===== config.mk =====
export PLATFORM = sky130hd
export DESIGN_NAME = tagged_reorder_buffer
export DESIGN_NICKNAME = d
export VERILOG_FILES = /design/src/rtl/tagged_reorder_buffer_pkg.sv /design/src/rtl/tagged_reorder_buffer_ram.sv /design/src/rtl/tagged_reorder_buffer.sv
export SDC_FILE = /design/constraint.sdc
export NUM_CORES = 1
export LEC_CHECK = 0
export BUFFER_PORTS_ARGS = -buffer_cell sky130_fd_sc_hd__buf_4
export CAP_MARGIN = 20
export CORE_ASPECT_RATIO = 1.75
export CORE_MARGIN = 2
export CORE_UTILIZATION = 50
export CTS_CLUSTER_SIZE = 25
export DETAILED_ROUTE_END_ITERATION = 8
export GPL_ROUTABILITY_DRIVEN = 1
export HOLD_SLACK_MARGIN = 0.1
export PLACE_DENSITY = 0.77
export SYNTH_ARGS = -nofsm -noshare
export SYNTH_HDL_FRONTEND = slang
export SYNTH_HIERARCHICAL = 1
export SYNTH_SLANG_ARGS = --single-unit

===== constraint.sdc =====
create_clock -name clk -period 13 [get_ports clk]
set_clock_uncertainty 0.05 [all_clocks]
set_input_delay 1.95 -clock clk [delete_from_list [all_inputs] [get_ports clk]]
set_output_delay 1.95 -clock clk [all_outputs]
set_load 0.01 [all_outputs]

===== src/rtl/tagged_reorder_buffer_pkg.sv =====
// Shared definitions for tagged_reorder_buffer: depth/width derivation and the
// per-entry state encoding of the {alloc, filled} bit pair.
package tagged_reorder_buffer_pkg;

    // Encoding is {alloc, filled}; 2'b01 cannot occur.
    typedef enum logic [1:0] {
        ENTRY_FREE    = 2'b00,
        ENTRY_PENDING = 2'b10,
        ENTRY_FILLED  = 2'b11
    } entry_state_e;

    function automatic int depth_of(input int tag_w);
        return 1 << tag_w;
    endfunction

    function automatic int count_w_of(input int tag_w);
        return tag_w + 1;
    endfunction

endpackage


===== src/rtl/tagged_reorder_buffer_ram.sv =====
// DEPTH x DATA_W payload storage for tagged_reorder_buffer: one synchronous
// write port, one asynchronous read port.
module tagged_reorder_buffer_ram
    import tagged_reorder_buffer_pkg::*;
#(
    parameter int DATA_W = 32,
    parameter int TAG_W  = 2
) (
    input  logic              clk,
    input  logic              wr_en,
    input  logic [TAG_W-1:0]  wr_addr,
    input  logic [DATA_W-1:0] wr_data,
    input  logic [TAG_W-1:0]  rd_addr,
    output logic [DATA_W-1:0] rd_data
);

    localparam int DEPTH = depth_of(TAG_W);

    logic [DATA_W-1:0] mem [DEPTH];

    // NOTE: storage has no reset; the filled bits in the control logic decide
    // whether an entry's contents are meaningful, so clearing it buys nothing.
    always_ff @(posedge clk) begin
        if (wr_en) begin
            mem[wr_addr] <= wr_data;
        end
    end

    assign rd_data = mem[rd_addr];

endmodule


===== src/rtl/tagged_reorder_buffer.sv =====
// Tagged reorder buffer: tags issued in order, responses accepted out of order
// by tag, released in order. Optional error capture: TAGGED_REORDER_BUFFER_ERR_EN.
module tagged_reorder_buffer
    import tagged_reorder_buffer_pkg::*;
#(
    parameter int DATA_W = 32,
    parameter int TAG_W  = 2
) (
    input  logic              clk,
    input  logic              reset,
    input  logic              io_flush,
    input  logic              io_alloc_valid,
    output logic              io_alloc_ready,
    output logic [TAG_W-1:0]  io_alloc_tag,
    input  logic              io_enq_valid,
    input  logic [TAG_W-1:0]  io_enq_bits_tag,
    input  logic [DATA_W-1:0] io_enq_bits_data,
    output logic              io_deq_valid,
    input  logic              io_deq_ready,
    output logic [TAG_W-1:0]  io_deq_tag,
    output logic [DATA_W-1:0] io_deq_data,
    output logic [TAG_W:0]    io_count
`ifdef TAGGED_REORDER_BUFFER_ERR_EN
    ,
    output logic              io_err,
    output logic [TAG_W-1:0]  io_err_tag
`endif
);

    localparam int                DEPTH    = depth_of(TAG_W);
    localparam int                CNT_W    = count_w_of(TAG_W);
    localparam logic [CNT_W-1:0]  CNT_FULL = CNT_W'(DEPTH);
    localparam logic [CNT_W-1:0]  CNT_ONE  = CNT_W'(1);
    localparam logic [TAG_W-1:0]  PTR_ONE  = TAG_W'(1);

    logic [TAG_W-1:0] head_q;
    logic [TAG_W-1:0] tail_q;
    logic [CNT_W-1:0] count_q;
    entry_state_e     entry_q [DEPTH];

    logic alloc_fire;
    logic deq_fire;
    logic enq_legal;
    logic ram_wr_en;

    assign io_alloc_ready = (count_q != CNT_FULL);
    assign io_alloc_tag   = head_q;
    assign io_deq_valid   = (entry_q[tail_q] == ENTRY_FILLED);
    assign io_deq_tag     = tail_q;
    assign io_count       = count_q;

    assign alloc_fire = io_alloc_valid && io_alloc_ready;
    assign deq_fire   = io_deq_valid && io_deq_ready;
    // Only a pending entry may be filled; this also rejects an enq to the
    // tail while it is being dequeued, since that entry is already filled.
    assign enq_legal  = io_enq_valid && (entry_q[io_enq_bits_tag] == ENTRY_PENDING);
    assign ram_wr_en  = enq_legal && !io_flush && !reset;

    // NOTE: sequential state uses non-blocking assignments only, so every
    // read in this block sees the pre-edge value regardless of statement order.
    always_ff @(posedge clk) begin
        if (reset || io_flush) begin
            head_q  <= '0;
            tail_q  <= '0;
            count_q <= '0;
            for (int i = 0; i < DEPTH; i++) begin
                entry_q[i] <= ENTRY_FREE;
            end
        end else begin
            // Alloc, enq and deq always address distinct entries when they fire
            // together: head is free, the enq target pending, the tail filled.
            if (alloc_fire) begin
                entry_q[head_q] <= ENTRY_PENDING;
                head_q          <= head_q + PTR_ONE;
            end
            if (enq_legal) begin
                entry_q[io_enq_bits_tag] <= ENTRY_FILLED;
            end
            if (deq_fire) begin
                entry_q[tail_q] <= ENTRY_FREE;
                tail_q          <= tail_q + PTR_ONE;
            end
            if (alloc_fire && !deq_fire) begin
                count_q <= count_q + CNT_ONE;
            end else if (!alloc_fire && deq_fire) begin
                count_q <= count_q - CNT_ONE;
            end
        end
    end

    tagged_reorder_buffer_ram #(
        .DATA_W (DATA_W),
        .TAG_W  (TAG_W)
    ) u_ram (
        .clk     (clk),
        .wr_en   (ram_wr_en),
        .wr_addr (io_enq_bits_tag),
        .wr_data (io_enq_bits_data),
        .rd_addr (tail_q),
        .rd_data (io_deq_data)
    );

`ifdef TAGGED_REORDER_BUFFER_ERR_EN
    logic              err_q;
    logic [TAG_W-1:0]  err_tag_q;

    // Sticky: only the first illegal enq since reset/flush is recorded.
    always_ff @(posedge clk) begin
        if (reset || io_flush) begin
            err_q     <= 1'b0;
            err_tag_q <= '0;
        end else if (io_enq_valid && !enq_legal && !err_q) begin
            err_q     <= 1'b1;
            err_tag_q <= io_enq_bits_tag;
        end
    end

    assign io_err     = err_q;
    assign io_err_tag = err_tag_q;
`endif

endmodule


==> results.txt <==
Core ar. - 10980 sq um
Layout fillers - 792
pwr dens - 147.5 nW/um^2
Final #Nets - 403
Die Wd - 83.83 um
largest net degree at the start of global routing - 38
area leader, netlist - edfxtp_1
GRT overflow - 0
Tightest Pin Transition - 930.5 ps
via-per-instance ratio - 5.548
LEAKAGE - 2.299 nW
CTS Buffer Depth - 2
outcome - complete, no violations
proportion of layout cells with a drive suffix above 1 - 0.4054
CTS buffer count - 17
top cells by area, synth - edfxtp_1, mux4_2, dfxtp_1
CP endpoint kind - output pin
DIE AREA - 12050 sq um
Tcrit/Tclk final - 0.3211
Max VDD drop - 0.1014 mV
Yosys cell types - 40
end of the worst hold path - entry_q[2][1]
Sink Count - 145
Design Power - 0.001007 W
Synth Flop Type - edfxtp_1
final antenna-violating net count - 0
# setup viols final - 0
Routed wire per std cell - 20.32 um
cts hold-fix bufs - 0
Syn Nets - 313
RSZ-0062 raised after global routing - no
relative slew slack - 0.3796
setup slack, reg-to-reg - 10600 ps
#FFs+latches synth - 145
final WL - 10200 um
first-pass GRT wire length - 15950 um
most instantiated cells after synthesis - edfxtp_1, mux4_2, dfxtp_1
hold depth - 2
initial antenna violation count - 0
HP Start - entry_q[2][1]
TNS Setup - 0 ps
Vias - 2785
# IOs - 81
register area share after synthesis - 0.7503
initial core utilization - 0.5081
hpwl dp - 6392 um
DR iter-0 viols - 140
maxcap violations - 0
worst r2r dst - io_count[2]
most frequent cell after synthesis - edfxtp_1
Syn Area/Cell - 20.89 sq um
final max-slew violation count - 0
post-CTS sizing - 0
max frequency - 0.2395 GHz
Fin. Hold Viols - 0
clock latency on the worst-skew pair - 410 ps
top-area cell type share of the netlist area - 0.6893
Post-CTS Setup Inserts - 0
Fin Hold WS - 457.2 ps
CP arrival - 2170 ps
CTS tree - done
startpoint type of the worst setup path - register
Layout area overhead - 22.46%
# H-tree levels - 4
critical path peak fanout - 32
ys async rst share - 0
RR Startpoint - entry_q[1][1]
IO buf count - 80
Setup Crit Path Kind - reg2out
HP Class - reg2reg
min Tclk post-route - 4175 ps
Post-synth EDFFs - 128
DR DRC count - 0
Syn Inst Count - 267
R2R depth - 10
Die Y-Extent - 143.7 um
Worst EP required - 11000 ps
All-Layer GR Usage - 0.1809
Synth Warn # - 6
root buf cell - clkbuf_16
number of global-route vias before repair - 3064
ant diodes - 0
gpl congestion - 0.7639
clock-pin slew on the worst setup and hold paths - 60 ps
Pre-antenna DRT Iters - 4
synthesized cell area - 5577 sq um
site row count - 51
## cell type report
cell class / instances / area [sq um] / area share
Clock buffer: 20 / 436.7 / 0.06394
Timing Repair Buffer: 82 / 615.6 / 0.09014
Clock inverter: 12 / 140.1 / 0.02052
Multi-Input combinational cell: 101 / 1246 / 0.1825
Sequential cell: 145 / 4187 / 0.6130
Tap cell: 132 / 165.2 / 0.02418
Inverter: 10 / 38.79 / 0.005680
## sequential cells by signal, summed over array words and instances, names as in the netlist, named ones only
signal and count:
entry_q 8, io_alloc_tag 2, io_count 3, io_deq_tag 2, u_ram/mem 128
## per-layer routing
metal  vias to the layer above  wire length, um  GRT usage
met2                        88             5599     0.3162
met4                         0              193    0.08234
met5                         -                0          0
li1                       1279                -          -
met3                        13              493    0.05572
met1                      1405             3913     0.2030
## cell usage in the layout, fill, tap and decap left out, types with 2 or more instances in the layout
master,instances
a211oi_1,6
a21oi_1,5
a221oi_1,2
a31oi_1,3
a32oi_1,2
and3b_2,2
buf_4,82
bufinv_16,3
clkbuf_1,3
clkbuf_16,17
clkinv_1,3
clkinv_2,4
clkinvlp_4,2
dfxtp_1,15
dfxtp_2,2
edfxtp_1,128
ha_1,5
inv_1,9
mux4_1,2
mux4_2,31
nand2_1,6
nand3_1,3
nor2_1,7
nor3b_1,3
o21ai_1,3
xnor2_1,2
xor2_1,2
## kinds of logic after synthesis
| kind of cell | count (synthesis) | synth area share |
|---|---|---|
| AO/OA/AOI/OAI | 24 | 0.02872 |
| XOR/XNOR | 4 | 0.006283 |
| flip-flops | 145 | 0.7503 |
| adder cells (fa/ha/maj) | 6 | 0.01481 |
| buffers and inverters | 21 | 0.02782 |
| multiplexers | 34 | 0.1364 |
| AND/OR/NAND/NOR | 33 | 0.03568 |
## worst max path at each step
| stage | end | depth (start not counted) | from | slack [ps] |
|---|---|---|---|---|
| finish | io_deq_data[0] | 3 | io_deq_tag[0] | 8830 |
| global route | io_deq_data[0] | 3 | io_deq_tag[0] | 8680 |
| CTS | io_deq_data[0] | 3 | io_deq_tag[0] | 8760 |
| detailed placement | u_ram/mem[1][15] | 5 | io_enq_bits_tag[0] | 8920 |
| global placement | u_ram/mem[1][23] | 5 | io_enq_bits_tag[0] | 8990 |
| floorplan | u_ram/mem[0][0] | 4 | io_enq_bits_tag[0] | 7500 |
## critical path, cell delays in order (launching register included)
cell and delay [ps]:
dfxtp_2 380, buf_4 550, mux4_1 660, buf_4 170
## metrics by stage
step,std cells,worst slack (ps),instance area (sq um),util
floorplan,267,7505,5577,-
global placement,470,8988,6252,0.5697
finish,502,8825,6829,0.6222
CTS,502,8761,6829,0.6222
global route,502,8683,6829,0.6222
detailed placement,470,8916,6252,0.5697
## report_power, final
| group | internal [W] | switching (W) |
|---|---|---|
| logic | 0.0000129 | 0.0000132 |
| registers | 0.000509 | 0.00000165 |
| clock network | 0.000299 | 0.000171 |
Power figures use the tool's default switching activity.
